--- config.mk ---
export PLATFORM = sky130hd
export DESIGN_NAME = sc_player_move_fsm_flat
export DESIGN_NICKNAME = d
export VERILOG_FILES = /design/src/rtl/sc_player_move_fsm_if.sv /design/src/rtl/sc_player_move_fsm.sv /design/src/flat_wrapper.sv
export SDC_FILE = /design/constraint.sdc
export NUM_CORES = 1
export LEC_CHECK = 0
export ABC_AREA = 1
export CELL_PAD_IN_SITES_DETAIL_PLACEMENT = 1
export CELL_PAD_IN_SITES_GLOBAL_PLACEMENT = 1
export CORE_MARGIN = 5
export CORE_UTILIZATION = 30
export DETAILED_ROUTE_END_ITERATION = 10
export PLACE_DENSITY_LB_ADDON = 0.1
export SETUP_SLACK_MARGIN = 0.5
export SLEW_MARGIN = 20
export SYNTH_ARGS = -nofsm -noshare
export SYNTH_HDL_FRONTEND = slang
export SYNTH_SLANG_ARGS = --single-unit
export TNS_END_PERCENT = 20
--- constraint.sdc ---
create_clock -name SC_PLAYER_MOVEFSM_CLOCK_50 -period 1.6 [get_ports SC_PLAYER_MOVEFSM_CLOCK_50]
set_clock_uncertainty 0.05 [all_clocks]
set_input_delay 0.16 -clock SC_PLAYER_MOVEFSM_CLOCK_50 [delete_from_list [all_inputs] [get_ports SC_PLAYER_MOVEFSM_CLOCK_50]]
set_output_delay 0.16 -clock SC_PLAYER_MOVEFSM_CLOCK_50 [all_outputs]
set_load 0.02 [all_outputs]
--- src/rtl/sc_player_move_fsm_if.sv ---
// Player movement bus: active-low button/event inputs and
// the shift strobes, position and lose flag driven back out.
interface sc_player_move_fsm_if #(
  parameter int COL_W = 3,
  parameter int ROW_W = 3
);
  logic             SC_PLAYER_MOVEFSM_LeftButton_InLow;
  logic             SC_PLAYER_MOVEFSM_RightButton_InLow;
  logic             SC_PLAYER_MOVEFSM_UpButton_InLow;
  logic             SC_PLAYER_MOVEFSM_DownButton_InLow;
  logic             SC_PLAYER_MOVEFSM_PlayerLose_InLow;
  logic             SC_PLAYER_MOVEFSM_FinishedLevel_InLow;
  logic [1:0]       SC_PLAYER_MOVEFSM_ShiftSelection_Out;
  logic [1:0]       SC_PLAYER_MOVEFSM_RowStep_Out;
  logic [COL_W-1:0] SC_PLAYER_MOVEFSM_Column_Out;
  logic [ROW_W-1:0] SC_PLAYER_MOVEFSM_Row_Out;
  logic             SC_PLAYER_MOVEFSM_Lose_Out;

  modport master (
    output SC_PLAYER_MOVEFSM_LeftButton_InLow,
    output SC_PLAYER_MOVEFSM_RightButton_InLow,
    output SC_PLAYER_MOVEFSM_UpButton_InLow,
    output SC_PLAYER_MOVEFSM_DownButton_InLow,
    output SC_PLAYER_MOVEFSM_PlayerLose_InLow,
    output SC_PLAYER_MOVEFSM_FinishedLevel_InLow,
    input  SC_PLAYER_MOVEFSM_ShiftSelection_Out,
    input  SC_PLAYER_MOVEFSM_RowStep_Out,
    input  SC_PLAYER_MOVEFSM_Column_Out,
    input  SC_PLAYER_MOVEFSM_Row_Out,
    input  SC_PLAYER_MOVEFSM_Lose_Out
  );

  modport slave (
    input  SC_PLAYER_MOVEFSM_LeftButton_InLow,
    input  SC_PLAYER_MOVEFSM_RightButton_InLow,
    input  SC_PLAYER_MOVEFSM_UpButton_InLow,
    input  SC_PLAYER_MOVEFSM_DownButton_InLow,
    input  SC_PLAYER_MOVEFSM_PlayerLose_InLow,
    input  SC_PLAYER_MOVEFSM_FinishedLevel_InLow,
    output SC_PLAYER_MOVEFSM_ShiftSelection_Out,
    output SC_PLAYER_MOVEFSM_RowStep_Out,
    output SC_PLAYER_MOVEFSM_Column_Out,
    output SC_PLAYER_MOVEFSM_Row_Out,
    output SC_PLAYER_MOVEFSM_Lose_Out
  );
endinterface

--- src/rtl/sc_player_move_fsm.sv ---
// Frogger player movement FSM with edge clamp and lose/restart.
// Auto-repeat while held: define SC_PLAYER_MOVEFSM_AUTOREPEAT_EN.
module sc_player_move_fsm #(
  parameter int COLS          = 8,
  parameter int ROWS          = 8,
  parameter int START_COL     = 3,
  parameter int HOLD_CYCLES   = 12500000,
  parameter int REPEAT_CYCLES = 6250000,
  parameter int CNT_W         = 24
) (
  input  logic SC_PLAYER_MOVEFSM_CLOCK_50,
  input  logic SC_PLAYER_MOVEFSM_RESET_InLow,
  sc_player_move_fsm_if.slave io
);
  localparam int COL_W = (COLS > 1) ? $clog2(COLS) : 1;
  localparam int ROW_W = (ROWS > 1) ? $clog2(ROWS) : 1;
  localparam logic [COL_W-1:0] COL_MAX = COL_W'(COLS - 1);
  localparam logic [ROW_W-1:0] ROW_MAX = ROW_W'(ROWS - 1);
  localparam logic [COL_W-1:0] COL_RST = COL_W'(START_COL);
  localparam logic [CNT_W-1:0] HLD_LD  = CNT_W'(HOLD_CYCLES - 1);
  localparam logic [CNT_W-1:0] REP_LD  = CNT_W'(REPEAT_CYCLES - 1);

  typedef enum logic [1:0] {IDLE, MOVE, HOLD, LOSE} state_t;
  typedef enum logic [1:0] {D_LEFT, D_RIGHT, D_UP, D_DOWN} dir_t;

  state_t           state, state_nxt;
  dir_t             dir, dir_nxt;
  logic [COL_W-1:0] col;
  logic [ROW_W-1:0] row;
  logic [CNT_W-1:0] timer;
  logic             rpt;

  logic left, right, up, down;
  logic restart, hit, held, legal;

  assign left    = ~io.SC_PLAYER_MOVEFSM_LeftButton_InLow;
  assign right   = ~io.SC_PLAYER_MOVEFSM_RightButton_InLow;
  assign up      = ~io.SC_PLAYER_MOVEFSM_UpButton_InLow;
  assign down    = ~io.SC_PLAYER_MOVEFSM_DownButton_InLow;
  assign hit     = ~io.SC_PLAYER_MOVEFSM_PlayerLose_InLow;
  assign restart = ~io.SC_PLAYER_MOVEFSM_FinishedLevel_InLow;

  always_comb begin
    held  = 1'b0;
    legal = 1'b0;
    unique case (dir)
      D_LEFT: begin
        held  = left;
        legal = (col != '0);
      end
      D_RIGHT: begin
        held  = right;
        legal = (col != COL_MAX);
      end
      D_UP: begin
        held  = up;
        legal = (row != ROW_MAX);
      end
      D_DOWN: begin
        held  = down;
        legal = (row != '0);
      end
      default: begin
        held  = 1'b0;
        legal = 1'b0;
      end
    endcase
  end

  always_comb begin
    state_nxt = state;
    dir_nxt   = dir;
    if (restart) begin
      state_nxt = IDLE;
    end else if (hit && (state != LOSE)) begin
      state_nxt = LOSE;
    end else begin
      unique case (state)
        IDLE: begin
          if (left | right | up | down) begin
            state_nxt = MOVE;
            priority case (1'b1)
              left:    dir_nxt = D_LEFT;
              right:   dir_nxt = D_RIGHT;
              up:      dir_nxt = D_UP;
              default: dir_nxt = D_DOWN;
            endcase
          end
        end
        MOVE: state_nxt = HOLD;
        HOLD: begin
          if (!held) begin
            state_nxt = IDLE;
`ifdef SC_PLAYER_MOVEFSM_AUTOREPEAT_EN
          end else if (timer == '0) begin
            state_nxt = MOVE;
`endif
          end
        end
        LOSE:    state_nxt = LOSE;
        default: state_nxt = IDLE;
      endcase
    end
  end

  always_ff @(posedge SC_PLAYER_MOVEFSM_CLOCK_50 or
              negedge SC_PLAYER_MOVEFSM_RESET_InLow) begin
    if (!SC_PLAYER_MOVEFSM_RESET_InLow) begin
      state <= IDLE;
      dir   <= D_LEFT;
      col   <= COL_RST;
      row   <= '0;
      timer <= '0;
      rpt   <= 1'b0;
    end else begin
      state <= state_nxt;
      dir   <= dir_nxt;
      if (restart) begin
        col   <= COL_RST;
        row   <= '0;
        timer <= '0;
        rpt   <= 1'b0;
      end else begin
        // position follows the strobe that was just shown
        if ((state == MOVE) && legal) begin
          unique case (dir)
            D_LEFT:  col <= col - 1'b1;
            D_RIGHT: col <= col + 1'b1;
            D_UP:    row <= row + 1'b1;
            D_DOWN:  row <= row - 1'b1;
            default: col <= col;
          endcase
        end
        if (state == MOVE) begin
          timer <= rpt ? REP_LD : HLD_LD;
          rpt   <= 1'b1;
        end else if ((state == HOLD) && (timer != '0)) begin
          timer <= timer - 1'b1;
        end
        if ((state_nxt == IDLE) || (state_nxt == LOSE))
          rpt <= 1'b0;
      end
    end
  end

  always_comb begin
    io.SC_PLAYER_MOVEFSM_ShiftSelection_Out = 2'b00;
    io.SC_PLAYER_MOVEFSM_RowStep_Out        = 2'b00;
    if ((state == MOVE) && legal) begin
      unique case (dir)
        D_LEFT:  io.SC_PLAYER_MOVEFSM_ShiftSelection_Out = 2'b01;
        D_RIGHT: io.SC_PLAYER_MOVEFSM_ShiftSelection_Out = 2'b10;
        D_UP:    io.SC_PLAYER_MOVEFSM_RowStep_Out        = 2'b01;
        D_DOWN:  io.SC_PLAYER_MOVEFSM_RowStep_Out        = 2'b10;
        default: io.SC_PLAYER_MOVEFSM_RowStep_Out        = 2'b00;
      endcase
    end
  end

  assign io.SC_PLAYER_MOVEFSM_Column_Out = col;
  assign io.SC_PLAYER_MOVEFSM_Row_Out    = row;
  assign io.SC_PLAYER_MOVEFSM_Lose_Out   = (state == LOSE);
endmodule

--- src/flat_wrapper.sv ---
// flat-port wrapper written by rule: the top's interface ports become plain ports
module sc_player_move_fsm_flat 
#(
  parameter int COLS          = 8,
  parameter int ROWS          = 8,
  parameter int START_COL     = 3,
  parameter int HOLD_CYCLES   = 12500000,
  parameter int REPEAT_CYCLES = 6250000,
  parameter int CNT_W         = 24
)
  (SC_PLAYER_MOVEFSM_CLOCK_50, SC_PLAYER_MOVEFSM_RESET_InLow, io_SC_PLAYER_MOVEFSM_LeftButton_InLow, io_SC_PLAYER_MOVEFSM_RightButton_InLow, io_SC_PLAYER_MOVEFSM_UpButton_InLow, io_SC_PLAYER_MOVEFSM_DownButton_InLow, io_SC_PLAYER_MOVEFSM_PlayerLose_InLow, io_SC_PLAYER_MOVEFSM_FinishedLevel_InLow, io_SC_PLAYER_MOVEFSM_ShiftSelection_Out, io_SC_PLAYER_MOVEFSM_RowStep_Out, io_SC_PLAYER_MOVEFSM_Column_Out, io_SC_PLAYER_MOVEFSM_Row_Out, io_SC_PLAYER_MOVEFSM_Lose_Out);
  sc_player_move_fsm_if #(.COL_W(3), .ROW_W(3)) io_i ();
  input  logic SC_PLAYER_MOVEFSM_CLOCK_50;
  input  logic SC_PLAYER_MOVEFSM_RESET_InLow;
  input wire logic [$bits(io_i.SC_PLAYER_MOVEFSM_LeftButton_InLow)-1:0] io_SC_PLAYER_MOVEFSM_LeftButton_InLow;
  input wire logic [$bits(io_i.SC_PLAYER_MOVEFSM_RightButton_InLow)-1:0] io_SC_PLAYER_MOVEFSM_RightButton_InLow;
  input wire logic [$bits(io_i.SC_PLAYER_MOVEFSM_UpButton_InLow)-1:0] io_SC_PLAYER_MOVEFSM_UpButton_InLow;
  input wire logic [$bits(io_i.SC_PLAYER_MOVEFSM_DownButton_InLow)-1:0] io_SC_PLAYER_MOVEFSM_DownButton_InLow;
  input wire logic [$bits(io_i.SC_PLAYER_MOVEFSM_PlayerLose_InLow)-1:0] io_SC_PLAYER_MOVEFSM_PlayerLose_InLow;
  input wire logic [$bits(io_i.SC_PLAYER_MOVEFSM_FinishedLevel_InLow)-1:0] io_SC_PLAYER_MOVEFSM_FinishedLevel_InLow;
  output wire logic [$bits(io_i.SC_PLAYER_MOVEFSM_ShiftSelection_Out)-1:0] io_SC_PLAYER_MOVEFSM_ShiftSelection_Out;
  output wire logic [$bits(io_i.SC_PLAYER_MOVEFSM_RowStep_Out)-1:0] io_SC_PLAYER_MOVEFSM_RowStep_Out;
  output wire logic [$bits(io_i.SC_PLAYER_MOVEFSM_Column_Out)-1:0] io_SC_PLAYER_MOVEFSM_Column_Out;
  output wire logic [$bits(io_i.SC_PLAYER_MOVEFSM_Row_Out)-1:0] io_SC_PLAYER_MOVEFSM_Row_Out;
  output wire logic [$bits(io_i.SC_PLAYER_MOVEFSM_Lose_Out)-1:0] io_SC_PLAYER_MOVEFSM_Lose_Out;
  assign io_i.SC_PLAYER_MOVEFSM_LeftButton_InLow = io_SC_PLAYER_MOVEFSM_LeftButton_InLow;
  assign io_i.SC_PLAYER_MOVEFSM_RightButton_InLow = io_SC_PLAYER_MOVEFSM_RightButton_InLow;
  assign io_i.SC_PLAYER_MOVEFSM_UpButton_InLow = io_SC_PLAYER_MOVEFSM_UpButton_InLow;
  assign io_i.SC_PLAYER_MOVEFSM_DownButton_InLow = io_SC_PLAYER_MOVEFSM_DownButton_InLow;
  assign io_i.SC_PLAYER_MOVEFSM_PlayerLose_InLow = io_SC_PLAYER_MOVEFSM_PlayerLose_InLow;
  assign io_i.SC_PLAYER_MOVEFSM_FinishedLevel_InLow = io_SC_PLAYER_MOVEFSM_FinishedLevel_InLow;
  assign io_SC_PLAYER_MOVEFSM_ShiftSelection_Out = io_i.SC_PLAYER_MOVEFSM_ShiftSelection_Out;
  assign io_SC_PLAYER_MOVEFSM_RowStep_Out = io_i.SC_PLAYER_MOVEFSM_RowStep_Out;
  assign io_SC_PLAYER_MOVEFSM_Column_Out = io_i.SC_PLAYER_MOVEFSM_Column_Out;
  assign io_SC_PLAYER_MOVEFSM_Row_Out = io_i.SC_PLAYER_MOVEFSM_Row_Out;
  assign io_SC_PLAYER_MOVEFSM_Lose_Out = io_i.SC_PLAYER_MOVEFSM_Lose_Out;
  sc_player_move_fsm #(.COLS(COLS), .ROWS(ROWS), .START_COL(START_COL), .HOLD_CYCLES(HOLD_CYCLES), .REPEAT_CYCLES(REPEAT_CYCLES), .CNT_W(CNT_W)) u_core (.SC_PLAYER_MOVEFSM_CLOCK_50(SC_PLAYER_MOVEFSM_CLOCK_50), .SC_PLAYER_MOVEFSM_RESET_InLow(SC_PLAYER_MOVEFSM_RESET_InLow), .io(io_i));
endmodule
==> results.cfg, run 1 <==
[pwr]
finalPower_mw = 1.86
ir_worst_vdd_mv = 0.765
p_per_area_nw_per_um2 = 1230
p_leak_nw = 0.723

[sta]
maxSlewViolCount = 0
timing.fmax_ghz = 0.519
fin_crit_sh_pct = 120
tightestPinTransition_ns = 0.552
setup_violations = 12
finalWorstSetupSlack_ns = -0.326
fin_crit_ns = 1.93
hold_ws_ns = 0.190
relSlewSlack_pct = 63.1
hold_violations = 0
rsz0062_at_grt = yes

[drt]
drc = 0
ant_nets = 0
avgRoutedWirePerCell_um = 15.0
drtPass1Iterations = 4
vias_per_cell = 4.94
drt_iter0_markers = 18
vias = 978
drt_wl_total_um = 2970

[synthesis]
syn_nets = 136
yosys_warnings = 0
ys_seq_area_share_pct = 29.1
netlist_instances = 115
synth-seq-cells = 10
syn-mean-instance-area_um2 = 7.54
syn_area_um2 = 867
yosys.cell_types.count = 25

[floorplanning]
coreArea_um2 = 2760
die_area_um2 = 4070
die_y_um = 63.8
start_util_pct = 31.4
core.rowCount = 19
fp.dieW_um = 63.8
num_io_pins = 19

[status]
status = finished, violations left
violations = setup timing

[worst_setup_path]
r2r_end = u_core.io.SC_PLAYER_MOVEFSM_Column_Out[1]
cp.required_ns = 1.39
slowest_delay_ns = 0.44
r2r_cells = 9
r2r_start = u_core.dir[1]
rrSetupSlack_ns = -0.29
crit_slowest_cell = dfrtp_2
arrival_ns = 1.72
critPathCaptureType = primary output
crit_chain = inv_4, ha_4, inv_2, nand3_1, nand2_1, nand2_1, nand2_1, nand2_2, nand2_4, nor2_4, buf_6
crit_fanout = 5
crit_path_start_kind = flop
critPathKind = flop to primary output
crit_top_cell = nand2_1

[placed_design]
dpl_cell_area_um2 = 1340
dpl.hpwl_um = 2310
routabilityCongestion = 0.810
place_ws_ns = -0.513
numPortBuffers = 18

[clock_network]
ctsLongestPathBuffers = 2
insertion_delay_ns = 0.27
cts_made_buffers = 3
root_buffer = clkbuf_4
tritoncts = built
clkTransAtPathRegs_ns = 0.08
cts.sinks = 10
htreeDepth = 1

[finish]
drive_gt1_share_pct = 46.7
layout_commonest_cell = nand2_1
final_util_pct = 54.9
layout.nets = 189
final_cell_mix = nand2_1, buf_4, buf_6
antennaDiodeCount = 0
area_delta_synth_final_pct = 74.5
fin_area_um2 = 1510

[global_routing]
grt_pass1_vias = 1049
grt.total_usage_pct = 15.1
antenna_found_initial = 0
overflow = 0
grt_pass1_wl_um = 4920
grt_max_degree = 11

[job]
maxCapViolCount = 0

[hold_path]
min_path_type = primary input to async pin
## sequential cells by signal, indices dropped and copies added, names as in the netlist
name                                    flops
u_core.io.SC_PLAYER_MOVEFSM_Column_Out      3
u_core.state                                2
u_core.io.SC_PLAYER_MOVEFSM_Row_Out         3
u_core.dir                                  2
## worst max path at each step
| stage | end | from | depth (start not counted) |
|---|---|---|---|
| finish | io_SC_PLAYER_MOVEFSM_ShiftSelection_Out[0] | u_core.dir[0] | 11 |
| detailed placement | io_SC_PLAYER_MOVEFSM_RowStep_Out[0] | u_core.dir[0] | 11 |
| floorplan | u_core.io.SC_PLAYER_MOVEFSM_Column_Out[1] | u_core.dir[1] | 7 |
| global placement | io_SC_PLAYER_MOVEFSM_ShiftSelection_Out[0] | u_core.dir[0] | 11 |
| global route | io_SC_PLAYER_MOVEFSM_ShiftSelection_Out[0] | u_core.dir[1] | 10 |
| CTS | io_SC_PLAYER_MOVEFSM_RowStep_Out[0] | u_core.dir[0] | 11 |
## repair_timing
item,in CTS,in global routing
pin swaps,4,5
gates resized for setup,75,12
buffers inserted,3,2
hold buffers,0,0
endpoints found under the setup margin,21,21
## metal layers
metal	up-vias	share of wire, %	global-route usage (%)
met5	-	0	0
met4	0	0.30	3.64
met3	2	3.1	3.50
met2	18	52	27.2
met1	484	44	18.1
li1	474	-	-
## synthesized netlist by cell type, drive strengths merged
cell type	number	area share, %
nand2	31	14
inv	16	6.9
nand3	12	7.5
nor2	12	5.2
ha	11	16
dfrtp	8	23
o21ai	5	2.9
xnor2	3	3.0
a21oi	2	1.6
dfstp	2	6.1
fa	2	4.6
nand4	2	1.4
or2	2	1.4
a21boi	1	1.3
buf	1	0.58
nand3b	1	0.87
nor3	1	0.58
o2111ai	1	1.0
o221ai	1	1.0
xor2	1	1.0
## critical path, delay by kind of cell (launching register included)
family | cells | cell delay [ns]
and+or+nand+nor | 7 | 0.62
adders and majority gates | 1 | 0.14
DFF | 1 | 0.44
buffers and inverters | 3 | 0.26
## cells by family (layout without fill, tap and decap cells)
logic type / after synthesis / in the layout / synth area share [%]
buffers and inverters: 17 / 69 / 7.50
xor gates and xnor gates: 4 / 4 / 4.04
and+or+nand+nor: 61 / 61 / 31.0
adders and majority gates: 13 / 13 / 20.5
AOI/OAI and AO/OA: 10 / 10 / 7.79
DFF: 10 / 10 / 29.1
## per-stage QoR
step | std cells | TNS, ns
floorplan | 115 | 0
global placement | 189 | -2.20
detailed placement | 189 | -3.02
CTS | 196 | -2.50
global route | 198 | -4.47
finish | 198 | -3.20
## layout make-up
type	instances	area, um2
multi-input cells	88	679
inverters	16	67.6
fillers	340	1240
clock buffers	4	26.3
repair buffers	49	445
well taps	31	38.8
flip-flops and latches	10	255
## power by group
group,leakage (nW),total [mW],internal (mW),switching (mW)
clock network,0.0150,0.199,0.0964,0.103
logic,0.584,1.27,0.636,0.634
registers,0.124,0.394,0.323,0.0711
total,0.723,1.86,1.06,0.808
Note: power is estimated with default switching activity, not from simulation.
==> run 2, diff against run 1 <==
==> constraint.sdc (replaced) <==
create_clock -name SC_PLAYER_MOVEFSM_CLOCK_50 -period 1.65 [get_ports SC_PLAYER_MOVEFSM_CLOCK_50]
set_clock_uncertainty 0.05 [all_clocks]
set_input_delay 0.165 -clock SC_PLAYER_MOVEFSM_CLOCK_50 [delete_from_list [all_inputs] [get_ports SC_PLAYER_MOVEFSM_CLOCK_50]]
set_output_delay 0.165 -clock SC_PLAYER_MOVEFSM_CLOCK_50 [all_outputs]
set_load 0.02 [all_outputs]
==> results of run 2 <==
Same layout as run 1 (identical final DEF). Status: finished, violations left: setup timing.
Among the figures that moved: setup slack after placement -0.513 ns -> -0.468 ns; number of gates resized after CTS 75 -> 72; setup slack after layout -0.326 ns -> -0.281 ns; setup TNS -3.20 ns -> -2.62 ns; hold slack 0.190 ns -> 0.195 ns; register-to-register setup slack -0.29 ns -> -0.24 ns; total power 1.86 mW -> 1.81 mW; worst IR drop on VDD 0.765 mV -> 0.742 mV
